===== config.mk =====
export PLATFORM = sky130hd
export DESIGN_NAME = pcm_to_i2s
export DESIGN_NICKNAME = d
export VERILOG_FILES = /design/src/rtl/pcm_to_i2s.sv
export SDC_FILE = /design/constraint.sdc
export NUM_CORES = 1
export LEC_CHECK = 0
export CAP_MARGIN = 10
export CORE_ASPECT_RATIO = 1.75
export CORE_MARGIN = 8
export CORE_UTILIZATION = 36
export DETAILED_ROUTE_END_ITERATION = 10
export DONT_BUFFER_PORTS = 1
export HOLD_SLACK_MARGIN = 0.08
export PLACE_DENSITY = 0.62
export SYNTH_ARGS = -nofsm -noshare
export SYNTH_HDL_FRONTEND = slang
export SYNTH_SLANG_ARGS = --single-unit

===== constraint.sdc =====
create_clock -name clk -period 7.3 [get_ports clk]
set_input_delay 1.46 -clock clk [delete_from_list [all_inputs] [get_ports clk]]
set_output_delay 1.46 -clock clk [all_outputs]
set_load 0.02 [all_outputs]

===== src/rtl/pcm_to_i2s.sv =====
// rtl/pcm_to_i2s.sv - stereo PCM stream to Philips I2S transmitter
//
// Accepts {left, right} PCM frames on a stream slave port and serialises them
// as standard I2S (one-bit delay after lrclk, MSB first, zero padded).
// bclk is derived from clk by a clock-enable divider, so everything runs in
// the clk domain.
//
// Parameters:
//   WIDTH   - sample width per channel (1 <= WIDTH <= BITS-1)
//   BITS    - bclk periods per channel slot
//   CLK_DIV - clk cycles per bclk half-period (>= 1)
//
// Ports:
//   clk         in   system clock, rising edge
//   rst         in   synchronous active-high reset
//   s_tdata     in   {left, right} two's complement frame
//   s_tvalid    in   frame valid
//   s_tready    out  holding register empty
//   bclk        out  I2S bit clock
//   lrclk       out  word select (0 = left, 1 = right)
//   sdata       out  serial data
//   frame_start out  one-cycle pulse when a frame is loaded for playback
//   underrun    out  one-cycle pulse when a frame slot starts with no frame
//
// Build option:
//   I2S_TX_UNDERRUN_HOLD_EN - when defined, an underrun repeats the last
//   frame; otherwise silence is sent.

module pcm_to_i2s #(
   parameter int WIDTH   = 16,
   parameter int BITS    = 32,
   parameter int CLK_DIV = 25
) (
   input  logic                 clk,
   input  logic                 rst,
   input  logic [2*WIDTH-1:0]   s_tdata,
   input  logic                 s_tvalid,
   output logic                 s_tready,
   output logic                 bclk,
   output logic                 lrclk,
   output logic                 sdata,
   output logic                 frame_start,
   output logic                 underrun
);

   localparam int DW = (CLK_DIV > 1) ? $clog2(CLK_DIV) : 1;
   localparam int BW = $clog2(2 * BITS);

   localparam logic [DW-1:0] DIV_LAST  = DW'(CLK_DIV - 1);
   localparam logic [BW-1:0] BIT_LAST  = BW'(2 * BITS - 1);
   localparam logic [BW-1:0] SLOT_BITS = BW'(BITS);

   logic [DW-1:0]        div_cnt;
   logic [BW-1:0]        bit_cnt;
   logic [BW-1:0]        bit_nxt;
   logic [BW-1:0]        slot;
   logic [2*WIDTH-1:0]   hold;
   logic [2*WIDTH-1:0]   frame;
   logic                 hold_full;
   logic [WIDTH-1:0]     word;
   logic                 tick;
   logic                 fe;
   logic                 lr_nxt;
   logic                 sd_nxt;

   assign s_tready = !hold_full;
   assign tick     = (div_cnt == DIV_LAST);
   // A toggle while bclk is high is the falling edge that advances the bit.
   assign fe       = tick && bclk;

   // Everything here is evaluated for the bit position being entered, so
   // lrclk and sdata update together with the bclk fall.
   always_comb begin
      bit_nxt = (bit_cnt == BIT_LAST) ? '0 : bit_cnt + 1'b1;
      lr_nxt  = (bit_nxt >= SLOT_BITS);
      slot    = lr_nxt ? (bit_nxt - SLOT_BITS) : bit_nxt;
      word    = lr_nxt ? frame[WIDTH-1:0] : frame[2*WIDTH-1:WIDTH];
      // Slot position s carries word[WIDTH-s] for 1 <= s <= WIDTH; slot 0 is
      // the I2S one-bit delay and positions past the LSB are padding.
      sd_nxt  = 1'b0;
      for (int i = 0; i < WIDTH; i++) begin
         if (slot == BW'(WIDTH - i)) begin
            sd_nxt = word[i];
         end
      end
   end

   always_ff @(posedge clk) begin
      if (rst) begin
         div_cnt     <= '0;
         bclk        <= 1'b0;
         lrclk       <= 1'b0;
         sdata       <= 1'b0;
         bit_cnt     <= BIT_LAST;
         hold        <= '0;
         hold_full   <= 1'b0;
         frame       <= '0;
         frame_start <= 1'b0;
         underrun    <= 1'b0;
      end else begin
         frame_start <= 1'b0;
         underrun    <= 1'b0;

         // Load (below) only fires with hold_full set, so it never collides
         // with a handshake in the same cycle.
         if (s_tvalid && !hold_full) begin
            hold      <= s_tdata;
            hold_full <= 1'b1;
         end

         if (tick) begin
            div_cnt <= '0;
            bclk    <= !bclk;
         end else begin
            div_cnt <= div_cnt + 1'b1;
         end

         if (fe) begin
            bit_cnt <= bit_nxt;
            lrclk   <= lr_nxt;
            sdata   <= sd_nxt;
            if (bit_nxt == '0) begin
               if (hold_full) begin
                  frame       <= hold;
                  hold_full   <= 1'b0;
                  frame_start <= 1'b1;
               end else begin
                  underrun <= 1'b1;
`ifdef I2S_TX_UNDERRUN_HOLD_EN
                  frame    <= frame;
`else
                  frame    <= '0;
`endif
               end
            end
         end
      end
   end

endmodule

# Word-level counts from Yosys, hierarchy flattened
# Index checks and enable logic that the tools add are counted.
# totals
out_inout_bits	6
ff_bits	81
inputBits	35
# classes
n_mux	26
add_sub_neg	3
n_lt_le_gt_ge	1
n_reduce_logical	8
n_eq_ne	18
bitwise_logic	2
# op_table
operator	count
6-bit by 4-bit == test with 1-bit output, second input constant	8
32-bit two-way mux	1
6-bit by 3-bit == test with 1-bit output, second input constant	4
1-bit two-way mux	22
16-bit two-way mux	1
6-bit by 2-bit == test with 1-bit output, second input constant	2
6-bit two-way mux	2
6-bit by 1-bit adder with 6-bit output, second input constant	1
6-bit by 1-bit == test with 1-bit output, second input constant	1
6-bit by 5-bit == test with 1-bit output, second input constant	1
6-bit == test, second input constant	1
6-bit greater-or-equal comparator, second input constant	1
6-bit logical NOT	1
6-bit subtractor, second input constant	1
5-bit by 1-bit adder with 5-bit output, second input constant	1
5-bit == test, second input constant	1
3-bit OR reduction	1
1-bit logical AND	2
1-bit logical NOT	2
1-bit inverter	2
2-bit AND reduction	1
2-bit OR reduction	1

# Logic depth before layout (Yosys ltp)
# Gate-level depths: netlist (run 1).
# logic_depth
word_depth	21
mapped_depth	11
depth_no_buf	10

# Worst setup path before layout (run 1)
# No wires, ideal clock.
# synth_path
path_type	in2reg
from	input port rst
to	register frame[2]
path_buffers	2
slack_ps	4849
t_arrival_ps	2392
setup_ps	59
required_time_ps	7241
stages	4
path_cell_list	clkbuf_1 -> a31oi_1 -> clkbuf_1 -> a22o_1
# synth_rtl
item	line_no	text
start, declared	35	input logic rst,
end signal, assigned	124	frame <= hold;
end, declared	58	logic [2*WIDTH-1:0] frame;

# Worst setup path after layout (run 1)
# layout_path
from	register bit_cnt[0]
to	register frame[4]
# layout_via
elab_chain_cells	4
elab_cells_between_ends	5
cone_classes	1 x add/sub; 1 x eq/ne; 1 x mux; 2 x reduce/logical
# layout_rtl
item	line_no	text
start, declared	54	logic [BW-1:0] bit_cnt;
start signal, assigned	119	bit_cnt <= bit_nxt;
6-bit by 1-bit adder with 6-bit output / 6-bit == test (equally long branches)	74	bit_nxt = (bit_cnt == BIT_LAST) ? '0 : bit_cnt + 1'b1;
6-bit two-way mux *	74	
6-bit logical NOT *	122	if (bit_nxt == '0) begin
2-bit AND reduction (no line) *	-	
# Mark *: on every way between the ends. The rest lies on a longest branch, timed or not.
# A chain may end at the register's enable or synchronous reset.

==> results of run 1 <==
power by group through the flow:
| stage | sequential (mW) | combinational, mW | clock, mW |
|---|---|---|---|
| after floorplan | 0.470 | 0.0294 | 0 |
| after global placement | 0.472 | 0.0305 | 0 |
| after detailed placement | 0.473 | 0.0317 | 0 |
| after CTS | 0.463 | 0.0317 | 0.476 |
| after global routing | 0.464 | 0.0385 | 0.494 |
| final | 0.462 | 0.0336 | 0.467 |
per-stage QoR:
step / setup slack (ns) / hold WS [ns] / power [mW] / area (um2)
CTS: 3.85 / 0.448 / 0.970 / 3790
detailed placement: 3.87 / 0.440 / 0.504 / 3480
global placement: 4.03 / 0.439 / 0.503 / 3480
global route: 3.60 / 0.464 / 0.996 / 3820
finish: 3.86 / 0.447 / 0.963 / 3820
floorplan: 4.85 / 0.430 / 0.499 / 3420
sequential cells by signal, indices dropped and copies added, names as in the netlist:
register,count
sdata,1
frame,32
hold_full,1
bclk,1
underrun,1
hold,32
lrclk,1
frame_start,1
div_cnt,5
bit_cnt,6
worst max-delay path: stages (launching register included):
cell and delay, ns:
dfxtp_1 0.48, ha_1 0.42, a21oi_1 0.18, o21ai_2 0.41
nand2_8 0.15, nor2_1 0.35, nand3_1 0.24, nor3_4 0.90
a22o_1 0.24
path summary, 6_finish.rpt:
kind	end	depth (start not counted)
max	frame[4]	8
min	hold[29]	2
max reg2reg	frame[4]	8
min reg2reg	hold[29]	2
layout by cell type, fill, tap and decap left out, types with 8 or more instances in the layout:
cell / n
inv_1: 9
nor2_1: 20
clkbuf_16: 9
a21oi_1: 44
a22o_1: 32
mux2i_1: 9
nand2_1: 71
nand3_1: 11
dfxtp_1: 81
o21ai_0: 8
layout make-up:
class / instances / area [um2] / share of cell area (%)
Sequential cell: 81 / 1620 / 42.5
Clock inverter: 6 / 82.6 / 2.16
Inverter: 9 / 33.8 / 0.884
Tap cell: 122 / 153 / 4.00
Clock buffer: 10 / 229 / 5.99
Timing Repair Buffer: 2 / 35.0 / 0.917
Multi-Input combinational cell: 268 / 1670 / 43.6
metal layers:
| layer | part of all wire, % | GRT usage, % |
|---|---|---|
| met1 | 38 | 11.6 |
| met2 | 54 | 21.8 |
| met3 | 3.4 | 3.10 |
| met4 | 4.2 | 7.50 |
| met5 | 0 | 0 |
kinds of logic (layout without fill, tap and decap cells):
kind of cell	count (synthesis)	count (layout)
fa+ha+maj	7	7
xor+xnor	7	7
compound gates	113	113
flops	81	81
mux	12	12
simple gates	129	129
buf+inv	36	27
==> results.yml, run 1 <==
setup_path:
  r2r_start: "bit_cnt[0]"
  cp.arrival_ns: 3.71
  critPathLaunch: "bit_cnt[0]"
  path_class: "reg2reg"
  regToRegSetupSlack_ns: 3.86
  end_kind: "register"
  cp.required_ns: 7.57
  startpoint_type: "register"
  cp_max_fo: 33
cts:
  cts_resized: 0
  root_buffer: "clkbuf_16"
  clkLatencyLatePin_ns: 0.33
  clk_path_buf_depth: 2
  clock-sinks: 81
  path_clk_slew_ns: 0.06
  cts_setup_buffers: 0
  cts_buffers: 9
  htree_levels: 3
  cts_tree: "done"
  holdBufCountCts: 0
flow_run:
  cap_violations: 0
finish:
  synthToLayoutAreaGrowth_pct: 11.6
  drive_gt1_share_pct: 8.24
  nNetsFinal: 413
  antennaDiodeCount: 0
  stdcell_count: 498
  postLayoutCoreUtil_pct: 40.9
  fillers: 953
route:
  drc: 0
  drt-total-wl_um: 7850
  avgRoutedWirePerCell_um: 15.8
  drtPass1Iterations: 4
  vias: 2640
  drt_iter0_drc: 140
  viasPerCell: 5.30
  ant_nets: 0
pwr:
  p_sw_share_pct: 20.6
  combPwrFrac_pct: 3.5
  pwr-share-clk_pct: 48.5
  p_leak_nw: 1.49
  ir_drop_mv: 0.189
  power_switching_mw: 0.198
  p_int_mw: 0.765
  power_density_mw_per_mm2: 252
  power.share.sequential_pct: 48.0
yosys:
  synth_top_area_cell: "dfxtp_1"
  seq_area_frac_synth_pct: 47.4
  syn_area_per_cell_um2: 8.89
  synth-edff-count: 0
  synth_area_mm2: 0.00342
  synthArstFlopShare_pct: 0
  synth_top_area_share_pct: 47.4
  syn_inst: 385
  synth_fa_ha_area_share_pct: 2.56
  synth_area_leaders: "dfxtp_1 47%, a22o_1 8.2%, nand2_1 7.8%"
  synthTopCellsByCount: "81 x dfxtp_1, 71 x nand2_1, 44 x a21oi_1"
  synth-simple-area-share_pct: 17.6
  synth_seq_cells: 81
  muxShareOfSynthArea_pct: 3.62
  synth_fp_nets: 427
  synth_warnings: 0
  ys_types: 52
  synth-compound-area-share_pct: 22.7
  synth_xor_area_share_pct: 1.79
  synth_top_flop_cell: "dfxtp_1"
  synth.most_common_cell: "dfxtp_1"
  synth_top_family_by_area: "compound AO/OA/AOI/OAI gates"
worst_hold_path:
  hold_start: "hold[29]"
  worstHoldPathType: "reg2reg"
floorplanning:
  start_util_pct: 36.6
  num_rows: 47
  die_w_um: 89.7
  die_area_mm2: 0.0130
  pin_count: 41
  core_mm2: 0.00935
  die-height_um: 145
timing:
  fmax_mhz: 291
  fin_crit_ns: 3.44
  setup_viol: 0
  fin_crit_sh_pct: 47.1
  hold_violations: 0
  skew_ns: 0.00513
  slew_violations: 0
  rsz0062_at_grt: "no"
  tightest_slew_ns: 1.10
  fin_setup_tns_ns: 0
  slew-limit-headroom_pct: 26.1
global_routing:
  grt_pass1_vias: 2559
  grt_overflow: 0
  grt_max_degree: 47
  grtUsageTotal_pct: 12.0
  antenna_found_initial: 0
  grt_pass1_wl_um: 12600
placement:
  port-buffer-count: 0
  place.gp.congestion: 0.874
  place_inst: 481
  dp_hpwl_um: 5900
status:
  status: "complete, no violations"
Note: power is estimated with default switching activity, not from simulation.
==> run 2, diff against run 1 <==
- PLACE_DENSITY: 0.62 -> 0.64
- clock period: 7.3 -> 3 ns (I/O delays scaled with it)
==> run 2 against run 1 <==
Wire length up 3.0%; clock-buffer cell count unchanged; first-iteration DRC count down 2.1%; non-clock buffer count up 2; worst setup slack worse by 3.6 ns; final cell count up 0.40%; sequential share of layout area down 0.30 points; fmax up 27%.
==> results.yml, run 2 (synthesis gave the netlist of run 1 again) <==
setup_path:
  cp.required_ns: 3.25
  cp_max_fo: 11
  cp.arrival_ns: 2.95
  critPathLaunch: "bit_cnt[0]"
  startpoint_type: "register"
  end_kind: "register"
  r2r_start: "bit_cnt[0]"
  path_class: "reg2reg"
cts:
  cts_setup_buffers: 0
  cts_resized: 0
  htree_levels: 3
  holdBufCountCts: 0
  path_clk_slew_ns: 0.06
  root_buffer: "clkbuf_16"
  cts_buffers: 9
  clkLatencyLatePin_ns: 0.34
  cts_tree: "done"
  clk_path_buf_depth: 2
  clock-sinks: 81
route:
  drc: 0
  viasPerCell: 5.18
  drt_iter0_drc: 137
  drtPass1Iterations: 4
  ant_nets: 0
  drt-total-wl_um: 8090
  avgRoutedWirePerCell_um: 16.2
  vias: 2591
timing:
  slew-limit-headroom_pct: 32.7
  tightest_slew_ns: 1.01
  skew_ns: 0.00739
  fmax_mhz: 370
  hold_violations: 0
  fin_crit_ns: 2.70
  fin_ws_ns: 0.299
  rsz0062_at_grt: "no"
  slew_violations: 0
  fin_crit_sh_pct: 90.0
  setup_viol: 0
  fin_setup_tns_ns: 0
flow_run:
  cap_violations: 0
placement:
  place.gp.congestion: 0.912
  port-buffer-count: 0
  dp_hpwl_um: 6000
  postPlaceCellArea_mm2: 0.00352
  place_ws_ns: 0.258
finish:
  final_common_cell: "dfxtp_1"
  postLayoutCellArea_mm2: 0.00385
  nNetsFinal: 415
  postLayoutCoreUtil_pct: 41.1
  antennaDiodeCount: 0
  synthToLayoutAreaGrowth_pct: 12.4
  final_cell_mix: "81 x dfxtp_1, 71 x nand2_1, 44 x a21oi_1, 32 x a22o_1, 20 x nor2_1"
  drive_gt1_share_pct: 9.26
  reg_top3: "frame: 32 flops, hold: 32 flops, bit_cnt: 6 flops"
global_routing:
  grtUsageTotal_pct: 12.7
  grt_max_degree: 47
  grt_overflow: 0
  grt_pass1_wl_um: 13100
  grt_pass1_vias: 2601
  antenna_found_initial: 0
pwr:
  ir_drop_mv: 0.389
  p_leak_nw: 1.50
  power.total_mw: 2.39
  power_density_mw_per_mm2: 622
floorplanning:
  pin_count: 41
  die_area_mm2: 0.0130
  die-height_um: 145
  core_mm2: 0.00935
  die_w_um: 89.7
  start_util_pct: 36.6
  num_rows: 47
worst_hold_path:
  worstHoldPathType: "in2reg"
  hold_start: "rst"
status:
  status: "complete, no violations"
-- run 2: path summary, 6_finish.rpt --
| check | end | slack [ns] | depth (start not counted) |
|---|---|---|---|
| setup / recovery | sdata | 0.30 | 9 |
| hold / removal | hold[16] | 0.34 | 1 |
| setup reg to reg | sdata | 0.30 | 9 |
| hold reg to reg | hold[29] | 0.45 | 2 |
-- run 2: area by class of cell --
cell class / instances / area [um2]
repair buffers: 4 / 42.5
flip-flops and latches: 81 / 1620
well taps: 122 / 153
clock buffers: 10 / 239
fillers: 911 / 5500
clock inverters: 6 / 90.1
inverters: 9 / 33.8
multi-input cells: 268 / 1670
-- run 2: report_power, final --
group,total [mW],internal (mW),switching [mW],leakage [nW]
combinational,0.0770,0.0263,0.0507,0.681
clock,1.19,0.754,0.438,0.159
sequential,1.13,1.11,0.0186,0.658
-- run 2: metrics by stage --
step	hold WS (ns)	std cells
after global placement	0.439	484
after global routing	0.314	500
after floorplan	0.430	385
after CTS	0.316	500
final	0.337	500
after detailed placement	0.440	484
-- run 2: per-layer routing --
| metal | part of all wire, % | vias to the layer above | track usage (%) |
|---|---|---|---|
| met5 | 0 | - | 0 |
| met4 | 3.7 | 0 | 8.01 |
| met3 | 3.2 | 19 | 3.31 |
| met2 | 54 | 47 | 23.0 |
| met1 | 39 | 1193 | 12.5 |
| li1 | - | 1332 | - |
-- run 2: critical path: stages (launching register included) --
cell and delay, ns:
dfxtp_1 0.50, ha_2 0.35, a21oi_1 0.11, o21ai_2 0.36
nand2_8 0.15, mux2i_1 0.16, a221o_1 0.36, a31oi_1 0.19
o2111ai_1 0.17, a211oi_1 0.26
==> run 3, diff against run 2 <==
- CORE_UTILIZATION: 36 -> 56
- PLACE_DENSITY: 0.64 -> 0.86
==> run 3 against run 2 <==
Via count is 2.3% higher; die area is 31% lower; worst hold slack worse by 0.014 ns; clock power is 30% lower; clock skew is 0.0021 ns higher; largest power group is now registers; critical endpoint unchanged; critical path depth stayed put.
==> results.yml, run 3 (synthesis gave the netlist of run 1 again) <==
cts:
  root_buffer: "clkbuf_8"
  clkLatencyLatePin_ns: 0.35
  cts_resized: 0
  path_clk_slew_ns: 0.07
  htree_levels: 3
  cts_setup_buffers: 0
  clk_path_buf_depth: 2
  cts_tree: "done"
  holdBufCountCts: 0
  cts_buffers: 9
  clock-sinks: 81
floorplanning:
  die-height_um: 119
  core_mm2: 0.00588
  die_w_um: 75.1
  die_area_mm2: 0.00897
  start_util_pct: 58.2
  pin_count: 41
  num_rows: 37
finish:
  synthToLayoutAreaGrowth_pct: 7.35
  antennaDiodeCount: 0
  final_common_cell: "dfxtp_1"
  drive_gt1_share_pct: 8.75
  reg_top3: "frame: 32 flops, hold: 32 flops, bit_cnt: 6 flops"
  final_cell_mix: "81 x dfxtp_1, 71 x nand2_1, 44 x a21oi_1, 32 x a22o_1, 20 x nor2_1"
  postLayoutCoreUtil_pct: 62.5
  nNetsFinal: 415
setup_path:
  cp.arrival_ns: 3.01
  cp.required_ns: 3.27
  crit_chain: "ha_1 > a21oi_1 > o21ai_2 > nand2_8 > mux2i_1 > a221o_1 > a31oi_1 > o2111ai_1 > a211oi_1"
  cpMaxStageDelayCell: "dfxtp_1"
  cp_num_buf_inv: 0
  end_kind: "register"
  cpPeakStageDelay_ns: 0.49
  cp.depth: 9
  path_delay_family: "compound AO/OA/AOI/OAI gates"
  worst_r2r_path_depth: 9
  startpoint_type: "register"
  path_class: "reg2reg"
  cp_max_fo: 11
timing:
  fin_crit_ns: 2.75
  timing.hold.ws_ns: 0.322
  fin_crit_sh_pct: 91.5
  tightest_slew_ns: 0.993
  setup_viol: 0
  skew_ns: 0.00946
  fin_ws_ns: 0.254
  hold_violations: 0
  rsz0062_at_grt: "no"
  fin_setup_tns_ns: 0
  fmax_mhz: 364
  slew-limit-headroom_pct: 33.6
  slew_violations: 0
route:
  drt-total-wl_um: 7560
  drc: 0
  ant_nets: 0
  avgRoutedWirePerCell_um: 16.6
  drtPass1Iterations: 4
  viasPerCell: 5.82
  drt_iter0_drc: 102
  vias: 2650
global_routing:
  grt_max_degree: 47
  grt_pass1_vias: 2571
  grt_pass1_wl_um: 12400
  grtUsageTotal_pct: 17.9
  grt_overflow: 0
  antenna_found_initial: 0
placement:
  place_ws_ns: 0.264
  place.gp.congestion: 0.892
  dp_hpwl_um: 5550
  port-buffer-count: 0
pwr:
  ir_drop_mv: 0.502
  power.total_mw: 2.03
  p_leak_nw: 1.45
  power_density_mw_per_mm2: 553
worst_hold_path:
  worstHoldPathType: "in2reg"
  min_path_cells: 1
flow_run:
  cap_violations: 0
status:
  status: "complete, no violations"
[run 3: cell count changes in the layout (fill, tap and decap cells not counted), sizes merged]
| cell | delta |
|---|---|
| bufinv | -1 |
| clkbuf | +3 |
| clkinv | -1 |
| clkinvlp | -1 |
| inv | -1 |
[run 3: metrics by stage]
stage / area (um2) / instances
final: 3670 / 455
after global placement: 3460 / 440
after detailed placement: 3460 / 440
after global routing: 3670 / 455
after CTS: 3670 / 455
after floorplan: 3420 / 385
[run 3: final timing paths]
check	slack, ns	to	startpoint
max	0.25	sdata	bit_cnt[0]
min	0.32	bclk	rst
max reg2reg	0.25	sdata	bit_cnt[0]
min reg2reg	0.45	hold[13]	hold[13]
[run 3: worst register-to-register path, delay by kind of cell, from the launching register on]
| family | cells | cell delay [ns] |
|---|---|---|
| muxes | 1 | 0.15 |
| AOI/OAI and AO/OA | 6 | 1.46 |
| DFF | 1 | 0.49 |
| adders and majority gates | 1 | 0.42 |
| and+or+nand+nor | 1 | 0.15 |
[run 3: final cells by class]
cell class	count	area, um2
tap	78	97.6
clock inverter	2	35.0
clock buffer	13	179
timing repair buffer	4	42.5
fill	517	2200
inverter	9	33.8
sequential	81	1620
multi-input combinational	268	1670
[run 3: power breakdown]
part	internal (mW)	total (mW)	switching, mW
clock network	0.469	0.830	0.360
logic	0.0263	0.0776	0.0513
registers	1.11	1.12	0.0183
total	1.60	2.03	0.430
[run 3: layer usage]
metal  wire length [um]  vias to the layer above  track usage (%)
met4                221                        0             9.75
met2               3970                       68             30.0
li1                   -                     1326                -
met1               3020                     1241             19.6
met3                343                       15             4.54
met5                  0                        -                0
